==> src/rtl/uart_rx_frame_if.sv <==
// -----------------------------------------------------------------------------
// uart_rx_frame_if
// Payload stream from the receive framer to its sink.
//
// Handshake: the source raises pl_valid with pl_data/pl_last and keeps all
// three stable until the sink takes the byte. A byte moves on every rising
// clock edge where pl_valid && pl_ready. pl_ready may be driven freely by the
// sink; the source never waits for pl_ready before asserting pl_valid.
//
// Signals:
//   pl_data  [7:0] payload byte              (source -> sink)
//   pl_valid       pl_data is valid          (source -> sink)
//   pl_last        final byte of the frame   (source -> sink)
//   pl_ready       sink accepts pl_data      (sink -> source)
// Modports: master = framer side, slave = sink side.
// -----------------------------------------------------------------------------
interface uart_rx_frame_if;
  logic [7:0] pl_data;
  logic       pl_valid;
  logic       pl_ready;
  logic       pl_last;

  modport master (
    output pl_data,
    output pl_valid,
    output pl_last,
    input  pl_ready
  );

  modport slave (
    input  pl_data,
    input  pl_valid,
    input  pl_last,
    output pl_ready
  );
endinterface

==> src/rtl/uart_rx_frame.sv <==
// -----------------------------------------------------------------------------
// uart_rx_frame
// Framer behind a UART receive controller. Hunts for HDR, reads a LEN byte,
// buffers LEN payload bytes, compares an XOR checksum (LEN ^ payload) against
// the trailing CHK byte and, only for a good frame, streams the buffered
// payload out on the pl interface. Bad length, bad checksum, inter-byte
// timeout and bytes arriving while the payload is still being sent are
// dropped and reported with one-cycle pulses.
//
// Parameters:
//   HDR      header byte opening a frame
//   MAX_LEN  largest accepted payload length (2..255)
//   TIMEOUT  max idle clk cycles between bytes inside a frame (>= 2)
//
// Ports:
//   clk, rst     clock, synchronous active-high reset
//   rx_data      received byte, valid with rx_done_sig
//   rx_done_sig  one-cycle strobe per received byte
//   pl           payload stream (master modport)
//   frm_ok       pulse: checksum matched, payload follows
//   chk_err      pulse: checksum mismatch
//   len_err      pulse: LEN is 0 or above MAX_LEN
//   to_err       pulse: inter-byte timeout
//   ovr_err      pulse: byte dropped while sending
//   busy         state is not HUNT
//   dbg_state    current FSM state (HUNT=0 LEN=1 PAYLOAD=2 CHK=3 SEND=4)
// All outputs are registered.
// -----------------------------------------------------------------------------
module uart_rx_frame #(
  parameter logic [7:0] HDR     = 8'hAA,
  parameter int         MAX_LEN = 16,
  parameter int         TIMEOUT = 50000
) (
  input  logic                   clk,
  input  logic                   rst,
  input  logic [7:0]             rx_data,
  input  logic                   rx_done_sig,
  uart_rx_frame_if.master        pl,
  output logic                   frm_ok,
  output logic                   chk_err,
  output logic                   len_err,
  output logic                   to_err,
  output logic                   ovr_err,
  output logic                   busy,
  output logic [2:0]             dbg_state
);

  localparam int LW = $clog2(MAX_LEN + 1);  // len and counters
  localparam int IW = $clog2(MAX_LEN);      // buffer index
  localparam int TW = $clog2(TIMEOUT);      // idle counter

  localparam logic [TW-1:0] IDLE_LAST = TW'(TIMEOUT - 1);
  localparam logic [7:0]    MAX_LEN_B = 8'(MAX_LEN);
  localparam logic [LW-1:0] ONE       = LW'(1);

  typedef enum logic [2:0] {
    S_HUNT    = 3'd0,
    S_LEN     = 3'd1,
    S_PAYLOAD = 3'd2,
    S_CHK     = 3'd3,
    S_SEND    = 3'd4
  } state_t;

  state_t        state;
  logic [LW-1:0] len;
  logic [LW-1:0] wr_cnt;
  logic [LW-1:0] rd_cnt;
  logic [LW-1:0] rd_nxt;
  logic [7:0]    chk;
  logic [TW-1:0] idle_cnt;
  logic [7:0]    buf_mem [MAX_LEN];

  logic in_frame;
  logic idle_hit;
  logic xfer;

  // The idle counter only matters between HDR and CHK.
  assign in_frame = (state == S_LEN) || (state == S_PAYLOAD) || (state == S_CHK);
  // A strobe at the terminal count wins over the timeout.
  assign idle_hit = in_frame && !rx_done_sig && (idle_cnt == IDLE_LAST);
  assign xfer     = pl.pl_valid && pl.pl_ready;
  assign rd_nxt   = rd_cnt + ONE;
  assign dbg_state = state;

  always_ff @(posedge clk) begin
    if (rst) begin
      state       <= S_HUNT;
      len         <= '0;
      wr_cnt      <= '0;
      rd_cnt      <= '0;
      chk         <= '0;
      idle_cnt    <= '0;
      pl.pl_data  <= '0;
      pl.pl_valid <= 1'b0;
      pl.pl_last  <= 1'b0;
      frm_ok      <= 1'b0;
      chk_err     <= 1'b0;
      len_err     <= 1'b0;
      to_err      <= 1'b0;
      ovr_err     <= 1'b0;
      busy        <= 1'b0;
    end else begin
      frm_ok  <= 1'b0;
      chk_err <= 1'b0;
      len_err <= 1'b0;
      to_err  <= 1'b0;
      ovr_err <= 1'b0;

      // Held at zero outside a frame, so entering LEN starts from zero.
      if (rx_done_sig || !in_frame) begin
        idle_cnt <= '0;
      end else begin
        idle_cnt <= idle_cnt + TW'(1);
      end

      case (state)
        S_HUNT: begin
          if (rx_done_sig && (rx_data == HDR)) begin
            state <= S_LEN;
            busy  <= 1'b1;
          end
        end

        S_LEN: begin
          if (rx_done_sig) begin
            if ((rx_data == 8'h00) || (rx_data > MAX_LEN_B)) begin
              len_err <= 1'b1;
              state   <= S_HUNT;
              busy    <= 1'b0;
            end else begin
              len    <= rx_data[LW-1:0];
              chk    <= rx_data;
              wr_cnt <= '0;
              state  <= S_PAYLOAD;
            end
          end else if (idle_hit) begin
            to_err <= 1'b1;
            state  <= S_HUNT;
            busy   <= 1'b0;
          end
        end

        S_PAYLOAD: begin
          if (rx_done_sig) begin
            buf_mem[wr_cnt[IW-1:0]] <= rx_data;
            chk <= chk ^ rx_data;
            if (wr_cnt == (len - ONE)) begin
              state <= S_CHK;
            end else begin
              wr_cnt <= wr_cnt + ONE;
            end
          end else if (idle_hit) begin
            to_err <= 1'b1;
            state  <= S_HUNT;
            busy   <= 1'b0;
          end
        end

        S_CHK: begin
          if (rx_done_sig) begin
            if (rx_data == chk) begin
              frm_ok      <= 1'b1;
              rd_cnt      <= '0;
              // First byte is presented together with frm_ok.
              pl.pl_valid <= 1'b1;
              pl.pl_data  <= buf_mem[0];
              pl.pl_last  <= (len == ONE);
              state       <= S_SEND;
            end else begin
              chk_err <= 1'b1;
              state   <= S_HUNT;
              busy    <= 1'b0;
            end
          end else if (idle_hit) begin
            to_err <= 1'b1;
            state  <= S_HUNT;
            busy   <= 1'b0;
          end
        end

        S_SEND: begin
          // Nothing can be buffered while draining; incoming bytes are lost.
          if (rx_done_sig) begin
            ovr_err <= 1'b1;
          end
          if (xfer) begin
            if (pl.pl_last) begin
              pl.pl_valid <= 1'b0;
              pl.pl_last  <= 1'b0;
              pl.pl_data  <= '0;
              state       <= S_HUNT;
              busy        <= 1'b0;
            end else begin
              // Prefetch the next byte so throughput stays at one per cycle.
              rd_cnt     <= rd_nxt;
              pl.pl_data <= buf_mem[rd_nxt[IW-1:0]];
              pl.pl_last <= (rd_nxt == (len - ONE));
            end
          end
        end

        default: begin
          state <= S_HUNT;
          busy  <= 1'b0;
        end
      endcase
    end
  end

endmodule

==> src/flat_wrapper.sv <==
// flat-port wrapper written by rule: the top's interface ports become plain ports
module uart_rx_frame_flat 
#(
  parameter logic [7:0] HDR     = 8'hAA,
  parameter int         MAX_LEN = 16,
  parameter int         TIMEOUT = 50000
)
  (clk, rst, rx_data, rx_done_sig, frm_ok, chk_err, len_err, to_err, ovr_err, busy, dbg_state, pl_pl_data, pl_pl_valid, pl_pl_last, pl_pl_ready);
  uart_rx_frame_if pl_i ();
  input  logic clk;
  input  logic rst;
  input  logic [7:0] rx_data;
  input  logic rx_done_sig;
  output logic frm_ok;
  output logic chk_err;
  output logic len_err;
  output logic to_err;
  output logic ovr_err;
  output logic busy;
  output logic [2:0] dbg_state;
  output wire logic [$bits(pl_i.pl_data)-1:0] pl_pl_data;
  output wire logic [$bits(pl_i.pl_valid)-1:0] pl_pl_valid;
  output wire logic [$bits(pl_i.pl_last)-1:0] pl_pl_last;
  input wire logic [$bits(pl_i.pl_ready)-1:0] pl_pl_ready;
  assign pl_pl_data = pl_i.pl_data;
  assign pl_pl_valid = pl_i.pl_valid;
  assign pl_pl_last = pl_i.pl_last;
  assign pl_i.pl_ready = pl_pl_ready;
  uart_rx_frame #(.HDR(HDR), .MAX_LEN(MAX_LEN), .TIMEOUT(TIMEOUT)) u_core (.clk(clk), .rst(rst), .rx_data(rx_data), .rx_done_sig(rx_done_sig), .pl(pl_i), .frm_ok(frm_ok), .chk_err(chk_err), .len_err(len_err), .to_err(to_err), .ovr_err(ovr_err), .busy(busy), .dbg_state(dbg_state));
endmodule
==> config.mk <==
export PLATFORM = sky130hd
export DESIGN_NAME = uart_rx_frame_flat
export DESIGN_NICKNAME = d
export VERILOG_FILES = /design/src/rtl/uart_rx_frame_if.sv /design/src/rtl/uart_rx_frame.sv /design/src/flat_wrapper.sv
export SDC_FILE = /design/constraint.sdc
export NUM_CORES = 1
export LEC_CHECK = 0
export BUFFER_PORTS_ARGS = -buffer_cell sky130_fd_sc_hd__buf_4
export CAP_MARGIN = 15
export CORE_ASPECT_RATIO = 1.5
export CORE_MARGIN = 4
export CORE_UTILIZATION = 45
export CTS_CLUSTER_SIZE = 16
export DETAILED_ROUTE_END_ITERATION = 6
export GPL_TIMING_DRIVEN = 0
export PLACE_DENSITY = 0.67
export SLEW_MARGIN = 20
export SYNTH_ARGS = -nofsm -noshare
export SYNTH_HDL_FRONTEND = slang
export SYNTH_SLANG_ARGS = --single-unit
export TNS_END_PERCENT = 30
==> constraint.sdc <==
create_clock -name clk -period 4 [get_ports clk]
set_input_delay 0.8 -clock clk [delete_from_list [all_inputs] [get_ports clk]]
set_output_delay 0.8 -clock clk [all_outputs]
set_load 0.05 [all_outputs]
==> impl_metrics.py <==
metrics = {
    "sta": {
        "fmax_mhz": 359,
        "fin_skew_ns": 0.0134,
        "period_share_pct": 69.6,
        "timing_hold_violations_final": 0,
        "rsz0062_at_grt": "no",
        "relSlewSlack_pct": 39.2,
        "setup_tns_ns": 0,
        "worst_pin_slew_ns": 0.909,
        "period_needed_ns": 2.79,
        "maxSlewViolCount": 0,
        "setup_viol": 0,
    },
    "critical_path": {
        "startpoint": "rx_done_sig",
        "cp_slowest_cell": "nor2_1",
        "crit_family": "simple AND/OR/NAND/NOR gates",
        "crit_chain": "buf_4 > nand2b_1 > buf_2 > nor3_1 > nand2_1 > nor2_1",
        "crit_buf_inv": 2,
        "cp_max_fo": 10,
        "worstReg2RegStart": "u_core.dbg_state[0]",
        "worstSetupStartpointType": "primary input",
        "worstSetupPathType": "primary input to flip-flop",
        "setup.worst_path.end_class": "flip-flop",
        "crit_arrival_ns": 2.84,
        "critical_path_required_ns": 4.05,
        "max_stage_delay_ns": 0.78,
    },
    "cts": {
        "path_clk_slew_ns": 0.08,
        "cts_sinks": 186,
        "cts_hold_buf": 0,
        "htree_levels": 4,
        "clk_latency_ns": 0.43,
        "cts.repair.resized": 0,
        "post-cts-setup-buffers": 0,
        "cts_root_buf": "clkbuf_16",
        "clock_path_buffers": 2,
        "numCtsBuffers": 17,
        "tritoncts": "done",
    },
    "global_route": {
        "grt_start_max_net_pins": 23,
        "grt_pass1_wl_mm": 28.9,
        "antenna_found_initial": 0,
        "grt_pass1_vias": 5343,
        "overflow": 0,
        "grt_usage_pct": 18.8,
    },
    "layout": {
        "drive_gt1_share_pct": 17.1,
        "antennaDiodeCount": 0,
        "design_area_um2": 9180,
        "areaGrowthSynthToFinish_pct": 13.7,
        "nFillCells": 1428,
        "fin_nets": 663,
    },
    "synthesis": {
        "async_flop_share_pct": 0,
        "seq_area_frac_synth_pct": 62.0,
        "ys_seq_elements": 186,
        "ys.flop_type": "edfxtp_1",
        "syn_area_per_cell_um2": 13.6,
        "synth-edff-count": 128,
        "synth_cells": 595,
        "synth_nets": 615,
        "yosys_warnings": 0,
        "syn-cell-area_um2": 8080,
        "synth_cell_types": 55,
    },
    "power": {
        "ir_drop_v": 0.000240,
        "leakage_nw": 2.91,
        "total_power_w": 0.00380,
        "powerDensity_nw_per_um2": 414,
    },
    "drt": {
        "routed_wl_mm": 18.4,
        "dr.pass1.iters": 5,
        "drt-initial-drc-count": 379,
        "via_per_inst": 6.00,
        "ant_nets": 0,
        "wl_per_cell_um": 21.2,
        "via_count": 5210,
        "drc_errors": 0,
    },
    "floorplanning": {
        "die_area_um2": 20200,
        "die_h_um": 172,
        "core_um2": 17500,
        "start_util_pct": 46.2,
        "chipWidth_um": 117,
        "ios": 31,
        "rows": 59,
    },
    "placement": {
        "placed_area_um2": 8570,
        "hpwl_mm": 12.7,
        "gp_congestion": 0.875,
        "port_buffers": 29,
    },
    "outcome": {
        "status": "complete, no violations",
    },
    "worst_hold_path": {
        "hp-class": "flip-flop to flip-flop",
        "holdCritStartpoint": "u_core.len[1]",
    },
    "flow_run": {
        "max_cap_viol_count": 0,
    },
}
[registers in the layout, indices dropped and copies added (netlist names)]
signal              cells
u_core.dbg_state        3
u_core.chk_err          1
u_core.rd_cnt           5
u_core.chk              8
u_core.ovr_err          1
u_core.len              5
u_core.frm_ok           1
u_core.buf_mem        128
u_core.len_err          1
u_core.pl.pl_valid      1
u_core.to_err           1
u_core.pl.pl_data       8
u_core.wr_cnt           5
u_core.busy             1
u_core.idle_cnt        16
u_core.pl.pl_last       1
[worst register-to-register path: stages (launching register included)]
cell      delay, ns
dfxtp_1        0.31
clkbuf_2       0.16
nand2b_1       0.22
nor3_1         0.60
nand2_1        0.34
nor2_1         0.78
[metrics by stage]
stage               setup WS (ns)  utilization (%)  instances  hold slack [ns]
floorplan                    1.41                -        595            0.430
global placement            0.693             48.9        837            0.442
detailed placement          0.606             49.0        837            0.484
CTS                         0.946             52.4        869            0.495
global route                 1.04             52.5        869            0.513
finish                       1.21             52.5        869            0.496
[cell usage after synthesis, types with 2 or more instances]
| library cell | number | share of area, % |
|---|---|---|
| edfxtp_1 | 128 | 48 |
| dfxtp_1 | 58 | 14 |
| nor2_1 | 49 | 2.3 |
| nand2_1 | 46 | 2.1 |
| mux4_2 | 32 | 8.9 |
| xnor2_1 | 26 | 2.8 |
| clkbuf_1 | 22 | 1.0 |
| nor3_1 | 21 | 1.3 |
| nand3_1 | 20 | 1.2 |
| mux2i_1 | 16 | 2.0 |
| a21oi_1 | 15 | 0.93 |
| inv_1 | 14 | 0.65 |
| o31ai_1 | 14 | 1.3 |
| a31oi_1 | 11 | 0.85 |
| xor2_1 | 11 | 1.2 |
| nand3b_1 | 9 | 0.84 |
| ha_1 | 8 | 1.2 |
| o211ai_1 | 8 | 0.74 |
| o311a_1 | 8 | 0.99 |
| buf_2 | 7 | 0.43 |
| nand4_1 | 7 | 0.54 |
| nor4_1 | 6 | 0.46 |
| and3_1 | 5 | 0.39 |
| nand2b_1 | 5 | 0.39 |
| or4_1 | 5 | 0.46 |
| buf_4 | 3 | 0.28 |
| o21ai_0 | 3 | 0.19 |
| or4b_1 | 3 | 0.37 |
| a211o_1 | 2 | 0.22 |
| a311oi_1 | 2 | 0.22 |
| clkbuf_2 | 2 | 0.12 |
| nor3b_1 | 2 | 0.19 |
| nor4b_1 | 2 | 0.22 |
| nor4bb_1 | 2 | 0.25 |
| o2111ai_1 | 2 | 0.22 |
| or3_1 | 2 | 0.15 |
[logic make-up after synthesis]
kind of cell               Yosys count  synth area share (%)
and+or+nand+nor                    189                  11.7
buffers and inverters               48                  2.51
muxes                               48                  10.9
AOI/OAI and AO/OA                   76                  6.85
adders and majority gates            8                  1.24
DFF                                186                  62.0
xor gates and xnor gates            40                  4.79
[placed cells by master (no fill, tap or decap), types with 9 or more instances in the layout]
cell type	instances
edfxtp_1	128
xor2_1	11
nor3_1	17
a31oi_1	11
nor2_1	49
o31ai_1	14
clkbuf_1	22
dfxtp_1	58
inv_1	14
clkbuf_16	17
mux2i_1	16
xnor2_1	26
nand3b_1	9
buf_4	32
nand3_1	20
a21oi_1	15
mux4_2	32
nand2_1	46
[where the power goes]
part / leakage (nW) / switching, W / internal [W]
Clock: 0.294 / 0.000789 / 0.000896
Combinational: 0.997 / 0.0000491 / 0.0000141
Sequential: 1.62 / 0.0000000814 / 0.00205
Total: 2.91 / 0.000838 / 0.00296
[final timing paths]
path                                        endpoint  slack [ns]  cells after the start
worst max register to register  u_core.buf_mem[4][4]        1.22                      5
worst max-delay path            u_core.buf_mem[4][4]        1.21                      6
worst min-delay path                   u_core.len[1]        0.50                      2
worst min register to register         u_core.len[1]        0.50                      2
[final cells by class]
class	count	area, µm²	area share (%)
multi-input combinational	361	2890	31.5
sequential	186	5000	54.5
clock buffer	17	425	4.64
timing repair buffer	29	218	2.37
tap	213	267	2.90
clock inverter	15	173	1.88
inverter	14	52.6	0.573
buffer	34	150	1.64
[routing by layer]
layer  up-vias  share of wire, %  global-route usage [%]
li1       2384                 -                       -
met1      2598                40                    22.3
met2       176                52                    33.7
met3        52               4.2                    2.85
met4         0               4.2                    9.60
met5         -                 0                       0
No activity file was read; power rests on OpenSTA's default activity.
